===== src/rtl/uart_pkg.sv =====
// rtl/uart_pkg.sv - shared types, parity constants and bit-timing helper for the UART echo bridge
package uart_pkg;

  typedef enum logic [1:0] {IDLE, LAUNCH, WAIT_BUSY} tx_state_t;

  localparam logic PARITY_EVEN = 1'b0;
  localparam logic PARITY_ODD  = 1'b1;

  function automatic int clks_per_bit(input int clk_freq, input int baud_rate);
    return clk_freq / baud_rate;
  endfunction

endpackage


===== src/rtl/uart_rx.sv =====
// rtl/uart_rx.sv - UART receiver: mid-bit sampling, parity latched per frame, one stop bit checked
module uart_rx
  import uart_pkg::*;
#(
  parameter int CLK_FREQ  = 50_000_000,
  parameter int BAUD_RATE = 9600,
  parameter int DATA_BITS = 8
) (
  input  logic                 clk,
  input  logic                 rstn,
  input  logic                 line,
  input  logic                 parity_mode,
  output logic                 done,
  output logic                 error,
  output logic [DATA_BITS-1:0] data
);
  localparam int CPB  = clks_per_bit(CLK_FREQ, BAUD_RATE);
  localparam int HALF = CPB / 2;
  localparam int CW   = $clog2(CPB + 1);
  localparam int LAST = DATA_BITS + 2;
  localparam int IW   = $clog2(LAST + 1);

  logic [1:0]         sync;
  logic               active;
  logic               pmode;
  logic [CW-1:0]      cnt;
  logic [IW-1:0]      idx;
  logic [DATA_BITS:0] sh;
  logic               bit_in;
  logic               sample;

  assign bit_in = sync[1];
  // Index 0 is the start bit, sampled at half a bit; later bits are one full bit apart.
  assign sample = active && (cnt == ((idx == '0) ? CW'(HALF - 1) : CW'(CPB - 1)));

  always_ff @(posedge clk or negedge rstn) begin
    if (!rstn) begin
      sync   <= 2'b11;
      active <= 1'b0;
      pmode  <= PARITY_EVEN;
      cnt    <= '0;
      idx    <= '0;
      sh     <= '0;
      done   <= 1'b0;
      error  <= 1'b0;
      data   <= '0;
    end else begin
      sync <= {sync[0], line};
      done <= 1'b0;
      if (!active) begin
        cnt <= '0;
        idx <= '0;
        if (!bit_in) begin
          active <= 1'b1;
          pmode  <= parity_mode;
        end
      end else if (!sample) begin
        cnt <= cnt + 1'b1;
      end else begin
        cnt <= '0;
        if (idx == '0) begin
          if (bit_in) active <= 1'b0;
          else        idx    <= idx + 1'b1;
        end else if (idx != IW'(LAST)) begin
          sh  <= {bit_in, sh[DATA_BITS:1]};
          idx <= idx + 1'b1;
        end else begin
          active <= 1'b0;
          done   <= 1'b1;
          data   <= sh[DATA_BITS-1:0];
          error  <= !bit_in || ((^sh) != (pmode == PARITY_ODD));
        end
      end
    end
  end

endmodule


===== src/rtl/uart_sync_fifo.sv =====
// rtl/uart_sync_fifo.sv - synchronous FIFO with show-ahead head output and occupancy level
module uart_sync_fifo #(
  parameter int WIDTH = 8,
  parameter int DEPTH = 16
) (
  input  logic                     clk,
  input  logic                     rstn,
  input  logic                     push,
  input  logic                     pop,
  input  logic [WIDTH-1:0]         wdata,
  output logic [WIDTH-1:0]         head,
  output logic                     full,
  output logic                     empty,
  output logic [$clog2(DEPTH):0]   level
);
  localparam int AW = $clog2(DEPTH);
  localparam int LW = AW + 1;

  logic [WIDTH-1:0] mem [DEPTH];
  logic [AW-1:0]    wptr;
  logic [AW-1:0]    rptr;
  logic             do_push;
  logic             do_pop;

  // A full FIFO still accepts a push when the same cycle frees a slot.
  assign do_pop  = pop && (level != '0);
  assign do_push = push && (!full || do_pop);
  assign full    = (level == LW'(DEPTH));
  assign empty   = (level == '0);
  assign head    = mem[rptr];

  always_ff @(posedge clk) begin
    if (do_push) mem[wptr] <= wdata;
  end

  always_ff @(posedge clk or negedge rstn) begin
    if (!rstn) begin
      wptr  <= '0;
      rptr  <= '0;
      level <= '0;
    end else begin
      if (do_push) wptr <= wptr + 1'b1;
      if (do_pop)  rptr <= rptr + 1'b1;
      case ({do_push, do_pop})
        2'b10:   level <= level + 1'b1;
        2'b01:   level <= level - 1'b1;
        default: level <= level;
      endcase
    end
  end

endmodule


===== src/rtl/uart_tx.sv =====
// rtl/uart_tx.sv - UART transmitter: start, data LSB first, parity, STOP_BITS stop bits
module uart_tx
  import uart_pkg::*;
#(
  parameter int CLK_FREQ  = 50_000_000,
  parameter int BAUD_RATE = 9600,
  parameter int DATA_BITS = 8,
  parameter int STOP_BITS = 1
) (
  input  logic                 clk,
  input  logic                 rstn,
  input  logic                 start,
  input  logic [DATA_BITS-1:0] data,
  input  logic                 parity_mode,
  output logic                 tx,
  output logic                 busy
);
  localparam int CPB   = clks_per_bit(CLK_FREQ, BAUD_RATE);
  localparam int CW    = $clog2(CPB + 1);
  localparam int FRAME = DATA_BITS + 2 + STOP_BITS;
  localparam int SW    = FRAME - 1;
  localparam int BW    = $clog2(FRAME + 1);

  logic [CW-1:0] cnt;
  logic [BW-1:0] bits;
  logic [SW-1:0] shreg;
  logic          parity_bit;

  assign parity_bit = (parity_mode == PARITY_EVEN) ? ^data : ~^data;

  // The start bit is driven straight from the launch edge; shreg holds the rest of the frame.
  always_ff @(posedge clk or negedge rstn) begin
    if (!rstn) begin
      tx    <= 1'b1;
      busy  <= 1'b0;
      cnt   <= '0;
      bits  <= '0;
      shreg <= '1;
    end else if (!busy) begin
      cnt  <= '0;
      bits <= '0;
      if (start) begin
        shreg <= {{STOP_BITS{1'b1}}, parity_bit, data};
        busy  <= 1'b1;
        tx    <= 1'b0;
      end
    end else if (cnt != CW'(CPB - 1)) begin
      cnt <= cnt + 1'b1;
    end else begin
      cnt <= '0;
      if (bits == BW'(FRAME - 1)) begin
        busy <= 1'b0;
        tx   <= 1'b1;
      end else begin
        bits  <= bits + 1'b1;
        tx    <= shreg[0];
        shreg <= {1'b1, shreg[SW-1:1]};
      end
    end
  end

endmodule


===== src/rtl/uart_echo_bridge.sv =====
// rtl/uart_echo_bridge.sv - UART rx -> FIFO -> tx echo bridge with sticky status
// Define UART_BRIDGE_STATS_EN to add the saturating err_cnt/ovf_cnt outputs.
module uart_echo_bridge
  import uart_pkg::*;
#(
  parameter int CLK_FREQ   = 50_000_000,
  parameter int BAUD_RATE  = 9600,
  parameter int DATA_BITS  = 8,
  parameter int STOP_BITS  = 1,
  parameter int FIFO_DEPTH = 16
) (
  input  logic                        clk,
  input  logic                        rstn,
  input  logic                        parity_mode,
  input  logic                        uart_rx,
  output logic                        uart_tx,
  input  logic                        clr_status,
  output logic [$clog2(FIFO_DEPTH):0] rx_level,
  output logic                        overflow,
  output logic                        frame_err
`ifdef UART_BRIDGE_STATS_EN
  ,
  output logic [15:0]                 err_cnt,
  output logic [15:0]                 ovf_cnt
`endif
);
  logic                 rx_done;
  logic                 rx_error;
  logic [DATA_BITS-1:0] rx_data;
  logic [DATA_BITS-1:0] fifo_head;
  logic [DATA_BITS-1:0] tx_data;
  logic                 fifo_push;
  logic                 fifo_pop;
  logic                 fifo_full;
  logic                 fifo_empty;
  logic                 tx_start;
  logic                 tx_busy;
  logic                 busy_seen;
  logic                 err_ev;
  logic                 ovf_ev;
  logic                 err_pend;
  logic                 ovf_pend;
  tx_state_t            state;
  tx_state_t            state_next;

  uart_rx #(
    .CLK_FREQ  (CLK_FREQ),
    .BAUD_RATE (BAUD_RATE),
    .DATA_BITS (DATA_BITS)
  ) u_rx (
    .clk         (clk),
    .rstn        (rstn),
    .line        (uart_rx),
    .parity_mode (parity_mode),
    .done        (rx_done),
    .error       (rx_error),
    .data        (rx_data)
  );

  uart_sync_fifo #(
    .WIDTH (DATA_BITS),
    .DEPTH (FIFO_DEPTH)
  ) u_fifo (
    .clk   (clk),
    .rstn  (rstn),
    .push  (fifo_push),
    .pop   (fifo_pop),
    .wdata (rx_data),
    .head  (fifo_head),
    .full  (fifo_full),
    .empty (fifo_empty),
    .level (rx_level)
  );

  uart_tx #(
    .CLK_FREQ  (CLK_FREQ),
    .BAUD_RATE (BAUD_RATE),
    .DATA_BITS (DATA_BITS),
    .STOP_BITS (STOP_BITS)
  ) u_tx (
    .clk         (clk),
    .rstn        (rstn),
    .start       (tx_start),
    .data        (tx_data),
    .parity_mode (parity_mode),
    .tx          (uart_tx),
    .busy        (tx_busy)
  );

  assign fifo_push = rx_done && !rx_error;
  assign err_ev    = rx_done && rx_error;
  assign ovf_ev    = fifo_push && fifo_full && !fifo_pop;

  always_ff @(posedge clk or negedge rstn) begin
    if (!rstn) begin
      state     <= IDLE;
      tx_data   <= '0;
      busy_seen <= 1'b0;
    end else begin
      state <= state_next;
      if (state == IDLE && state_next == LAUNCH) tx_data <= fifo_head;
      busy_seen <= (state == WAIT_BUSY) && (busy_seen || tx_busy);
    end
  end

  always_comb begin
    state_next = state;
    tx_start   = 1'b0;
    fifo_pop   = 1'b0;
    case (state)
      IDLE:      if (!fifo_empty && !tx_busy) state_next = LAUNCH;
      LAUNCH: begin
        tx_start   = 1'b1;
        fifo_pop   = 1'b1;
        state_next = WAIT_BUSY;
      end
      WAIT_BUSY: if (busy_seen && !tx_busy) state_next = IDLE;
      default:   state_next = IDLE;
    endcase
  end

  // An event coinciding with clr_status is held in *_pend and lands one cycle later.
  always_ff @(posedge clk or negedge rstn) begin
    if (!rstn) begin
      frame_err <= 1'b0;
      overflow  <= 1'b0;
      err_pend  <= 1'b0;
      ovf_pend  <= 1'b0;
    end else begin
      err_pend  <= clr_status && err_ev;
      ovf_pend  <= clr_status && ovf_ev;
      frame_err <= clr_status ? 1'b0 : (frame_err || err_ev || err_pend);
      overflow  <= clr_status ? 1'b0 : (overflow || ovf_ev || ovf_pend);
    end
  end

`ifdef UART_BRIDGE_STATS_EN
  always_ff @(posedge clk or negedge rstn) begin
    if (!rstn) begin
      err_cnt <= '0;
      ovf_cnt <= '0;
    end else begin
      if (err_ev && err_cnt != 16'hFFFF) err_cnt <= err_cnt + 1'b1;
      if (ovf_ev && ovf_cnt != 16'hFFFF) ovf_cnt <= ovf_cnt + 1'b1;
    end
  end
`endif

endmodule


===== config.mk =====
export PLATFORM = sky130hd
export DESIGN_NAME = uart_echo_bridge
export DESIGN_NICKNAME = d
export VERILOG_FILES = /design/src/rtl/uart_pkg.sv /design/src/rtl/uart_rx.sv /design/src/rtl/uart_sync_fifo.sv /design/src/rtl/uart_tx.sv /design/src/rtl/uart_echo_bridge.sv
export SDC_FILE = /design/constraint.sdc
export NUM_CORES = 1
export LEC_CHECK = 0
export CELL_PAD_IN_SITES_DETAIL_PLACEMENT = 1
export CELL_PAD_IN_SITES_GLOBAL_PLACEMENT = 1
export CORE_MARGIN = 4
export CORE_UTILIZATION = 48
export CTS_CLUSTER_DIAMETER = 80
export DETAILED_ROUTE_END_ITERATION = 12
export PLACE_DENSITY_LB_ADDON = 0.25
export SKIP_CTS_REPAIR_TIMING = 1
export SLEW_MARGIN = 20
export SYNTH_ARGS = -nofsm -noshare
export SYNTH_HDL_FRONTEND = slang
export SYNTH_SLANG_ARGS = --single-unit

===== constraint.sdc =====
create_clock -name clk -period 2.5 [get_ports clk]
set_clock_uncertainty 0.2 [all_clocks]
set_input_delay 0.625 -clock clk [delete_from_list [all_inputs] [get_ports clk]]
set_output_delay 0.625 -clock clk [all_outputs]
set_load 0.1 [all_outputs]

## After elaboration in Yosys (flattened, before gate mapping)

Memories as Yosys holds them, arrays and structs flattened. A register that Yosys moved wholly into a read port is not among the register bits.
Index checks and enable logic that the tools add are counted.

- Mux-type cells: 44
- Bitwise gates (word level): 4
- Reduce and logical (&&, ||, !) cells: 43
- $add $sub $neg: 8
- Equal/unequal tests: 16

Operators with widths:

| cell | count |
|---|---|
| 2-to-1 mux 13 bit | 5 |
| 2-to-1 mux 10 bit | 4 |
| 2-to-1 mux 4 bit | 8 |
| adder 13 x 1 -> 13 bit, second input constant | 2 |
| 2-to-1 mux 1 bit | 23 |
| adder 4 x 1 -> 4 bit, second input constant | 4 |
| == test 13 bit | 1 |
| logical AND 1 bit | 13 |
| != test 13 bit, second input constant | 1 |
| one-hot mux 5 bit (2 select lines) | 1 |
| parity 9 bit | 1 |
| AND reduction 4 bit | 2 |
| XNOR reduction 8 bit | 1 |
| parity 8 bit | 1 |
| logical NOT 1 bit | 7 |
| logical OR 1 bit | 7 |
| == test 2 x 1 -> 1 bit, second input constant | 3 |
| != test 2 bit, second input constant | 3 |
| != test 3 bit, second input constant | 2 |
| one-hot mux 2 bit (3 select lines) | 1 |
| AND reduction 2 bit | 3 |
| AND reduction 3 bit | 2 |
| adder 5 x 1 -> 5 bit, second input constant | 1 |
| == test 5 bit, second input constant | 1 |
| other kinds (12) | 18 |

- Bits of input ports: 5
- Register bits: 89
- Memories: 1
- Bits in writable memories: 128
- Logic and storage cells: 139
- Output and inout bits: 8

Memory list:

| name | depth | bits a word | rd ports | clocked after memory_dff | wr ports | RTL line | text |
|---|---|---|---|---|---|---|---|
| u_fifo.mem | 16 | 8 | 1 | 1 | 1 | uart_sync_fifo.sv:19 | `logic [WIDTH-1:0] mem [DEPTH];` |

## Logic depth before layout (Yosys ltp)

- Depth after elaboration: 7
- Depth in mapped cells: 9
- Gate-level depth less buffers: 8

## Hierarchy

Synthesis repeated with hierarchy kept, for this count alone.

- Cell total of the unflattened synthesis: 653
- Area, all modules: 9957.0 um2

Modules (own cells, without submodules):

| module | seq. area each (um2) | area each (um2) | cells each | times used |
|---|---|---|---|---|
| uart_sync_fifo | 4169.0 | 5944.5 | 304 | 1 |
| uart_rx | 1003.5 | 1944.4 | 161 | 1 |
| uart_tx | 713.2 | 1492.7 | 148 | 1 |
| uart_echo_bridge | 375.4 | 575.6 | 40 | 1 |

## Least setup slack after synthesis

No wires, ideal clock.

- Path kind: flip-flop to flip-flop
- Start point: register u_fifo.level[1]
- End point: register u_fifo.level[4]
- Cell stages (with the launch flop): 10
- Data required time: 2.175 ns
- Buffers on the path: 1
- Setup slack: -0.806 ns
- Data arrival time: 2.982 ns
- Library setup time: 0.125 ns
- Period minus slack after synthesis: 3.306 ns
- Path through: dfrtp_1 buf_2 or4_1 o211ai_2 xnor2_1 ha_1 or4_1 nor3_1 o21ai_0 mux2_2

- Cells in the longest elaborated chain, start to end: 6
- Elaborated cells between the ends (all ways): 12
- Classes of those cells: add/sub (2); eq/ne (3); mux (1); reduce/logical (6)

Ends and longest elaborated chain:

| element | RTL line | text |
|---|---|---|
| start, declared | uart_sync_fifo.sv:14 | `output logic [$clog2(DEPTH):0] level` |
| start signal, assigned | uart_sync_fifo.sv:45 | `2'b10: level <= level + 1'b1;` |
| start signal, assigned | uart_sync_fifo.sv:46 | `2'b01: level <= level - 1'b1;` |
| start signal, assigned | uart_sync_fifo.sv:47 | `default: level <= level;` |
| == test 5 bit or nonzero test 5 bit (tied branches) | uart_sync_fifo.sv:28, uart_sync_fifo.sv:26 |  |
| logical NOT 1 bit or logical AND 1 bit (tied branches) | uart_sync_fifo.sv:27, uart_sync_fifo.sv:26 |  |
| logical OR 1 bit | uart_sync_fifo.sv:27 | `assign do_push = push && (!full \|\| do_pop);` |
| logical AND 1 bit | uart_sync_fifo.sv:27 |  |
| == test 2 x 1 -> 1 bit or == test 2 bit (tied branches) | uart_sync_fifo.sv:44 | `case ({do_push, do_pop})` |
| one-hot mux 5 bit (2 select lines) or nonzero test 2 bit (tied branches) | n/a |  |

Several ways; a longest one is shown, not always the timed one.
A chain may end at the register's enable or synchronous reset.

## Final worst setup path

Ends and elaborated chain as after synthesis.

==> results.md <==
- Routability congestion estimate: 0.793
- Antenna Nets Post-Route: 0
- DRC viols: 0
- Top cell type by total area after synthesis: edfxtp_1
- Worst hold path class: reg -> reg
- Drt via density: 5.55
- Layout area overhead: 18.5%
- Slowest stage delay, CP: 0.56 ns
- Rows: 51
- Worst vdd ir: 0.412 mV
- CTS H-Tree Depth: 1
- Synth area leaders: edfxtp_1, dfrtp_1, mux4_2
- WL final: 20000 um
- Largest net degree at the start of global routing: 36
- Post-synth top flop: edfxtp_1
- # nets final: 703
- Sum of buffers and inverters on the critical path: 0
- Leakage: 3.91 nW
- Maximum buffer depth of the clock tree: 3
- CP max-delay cell: or4_4
- Unrepaired setup endpoints after global routing: true
- Synth top cells by count: edfxtp_1, dfrtp_1, nor2_1
- Hold Violations, Final: 0
- Critical Path Start Type: flip-flop
- Starting Density: 0.489
- Syn Nets: 639
- Required time of the critical path: 2.70 ns
- DR vias: 5374
- I/O Pins: 13
- Synth Register Bits: 224
- Clock Latency Late Sink: 0.52 ns
- N_diodes: 0
- Post-DP HPWL: 13000 um
- Layout cells sized above 1: 0.298
- Worst-path cell chain: or4_4 > o211ai_4 > xnor2_2 > ha_2 > or4_4 > nor3_2 > o21ai_1 > mux2_4
- Tcrit/Tclk final: 1.14
- Initial antenna violation count: 0
- Grt ovf: 0
- Most Frequent Cell on Critical Path: or4_4
- EDFF count, synth: 128
- Vias in the first global route: 5858
- Port bufs: 12
- DRT Pass-1 Iters: 4
- CTS Root Cell: clkbuf_16
- Die Footprint: 22200 sq um
- Tmin final: 2.85 ns
- GRT Util Overall: 0.188
- Starting DRC count in detailed routing: 316
- DR WL/cell: 20.6 um
- Synthesized area per cell: 15.3 sq um
- Sequential fraction of the synthesis area: 0.658
- PnR worst setup slack: -0.350 ns
- CP Capture Type: flip-flop
- Hold Slack: 0.165 ns
- Outcome: finished, violations left
- Failing checks: negative setup slack
- Die width: 149 um
- Synth warn: 0
- Final Max Slew Viols: 0
- Clk sinks: 224
- MaxCap Viol Count: 0
- DIE HEIGHT: 149 um
- Clock transition at the registers of the reported paths: 0.06 ns
- Slew @ Worst Pin: 0.697 ns
- CP Data Arrival Time: 3.05 ns
- First-pass GRT wire length: 32600 um
- Synthesized area: 9520 sq um
- Top-area cell type share of the netlist area: 0.404
- Synth async-reset ratio: 0.429
- CP Class: reg -> reg
- Post-synthesis cell type count: 55
- Core footprint: 19500 sq um
- Pwr/cell area: 684 nW/um^2
- Max Freq: 351 MHz
- Critical path fanouts, max: 2
- Worst path top cell family by delay: simple AND/OR/NAND/NOR gates
- Inserted Clock Buffers: 25
- Rel. slew slack: 0.533
- Final setup viols: 1
- CTS tree: built
- Fin Setup TNS: -0.350 ns
- Most numerous cell in the Yosys netlist: edfxtp_1
- Cells after Synth: 621
## path summary, 6_finish.rpt
| check | startpoint | to | slack [ns] | cells past startpoint |
|---|---|---|---|---|
| max | u_fifo.level[1] | u_fifo.level[4] | -0.35 | 8 |
| min | u_rx.sync[0] | u_rx.sync[1] | 0.17 | 0 |
| max reg2reg | u_fifo.level[1] | u_fifo.level[4] | -0.35 | 8 |
| min reg2reg | u_rx.sync[0] | u_rx.sync[1] | 0.17 | 0 |
| max in group asynchronous | rstn | u_rx.sync[0] | 1.03 | 3 |
| min in group asynchronous | rstn | u_tx.cnt[6] | 0.43 | 2 |
## area by class of cell
type | instances | area, sq um
clock inverter | 12 | 140
timing repair buffer | 61 | 581
tap | 265 | 332
multi-input combinational | 359 | 3180
inverter | 14 | 52.6
sequential | 224 | 6270
clock buffer | 34 | 721
fill | 1826 | 8190
## routing by layer
metal,share of wire,track usage
met3,0.038,0.0319
met5,0,0
met1,0.43,0.251
met4,0.020,0.0435
met2,0.52,0.325
## cells by family after synthesis
logic type | after synthesis | share of synthesized area
AO/OA/AOI/OAI | 41 | 0.0323
XOR/XNOR | 51 | 0.0484
adder cells (fa/ha/maj) | 13 | 0.0171
buffers and inverters | 38 | 0.0166
flip-flops | 224 | 0.658
multiplexers | 87 | 0.139
AND/OR/NAND/NOR | 167 | 0.0895
## metrics by stage
stage / cells / power, mW / cell area, sq um / worst slack [ns] / util
after floorplan: 621 / 3.97 / 9580 / -0.461 / -
after global placement: 919 / 4.01 / 10400 / -0.278 / 0.532
after detailed placement: 919 / 4.02 / 10400 / -0.295 / 0.532
after CTS: 965 / 7.78 / 11200 / -0.352 / 0.576
after global routing: 969 / 7.99 / 11300 / -0.413 / 0.579
final: 969 / 7.71 / 11300 / -0.350 / 0.579
## report_power, final
part,total [mW],internal (mW),switching [mW]
registers,3.89,3.88,0.00216
logic,0.0569,0.0185,0.0384
clock network,3.77,2.33,1.44
total,7.71,6.23,1.48
## placed cells by master, fill, tap and decap left out, types with 16 or more instances in the layout
| cell | Yosys | final |
|---|---|---|
| buf_4 | 2 | 48 |
| xnor2_1 | 33 | 32 |
| edfxtp_1 | 128 | 128 |
| clkbuf_16 | 0 | 26 |
| nand3_1 | 16 | 16 |
| dfrtp_1 | 84 | 79 |
| mux2i_1 | 17 | 17 |
| nand2_1 | 34 | 34 |
| nor2_1 | 54 | 51 |
| xor2_1 | 17 | 17 |
| mux4_2 | 32 | 32 |
| mux2_2 | 38 | 37 |
## registers in the layout (all words and copies together) (netlist names), 2 cells and up
register,flops
state,2
tx_data,8
u_fifo.level,5
u_fifo.mem,128
u_fifo.rptr,4
u_fifo.wptr,4
u_rx.cnt,13
u_rx.data,8
u_rx.idx,4
u_rx.sh,9
u_rx.sync,2
u_tx.bits,4
u_tx.cnt,13
u_tx.shreg,9
Note: power is estimated with default switching activity, not from simulation.
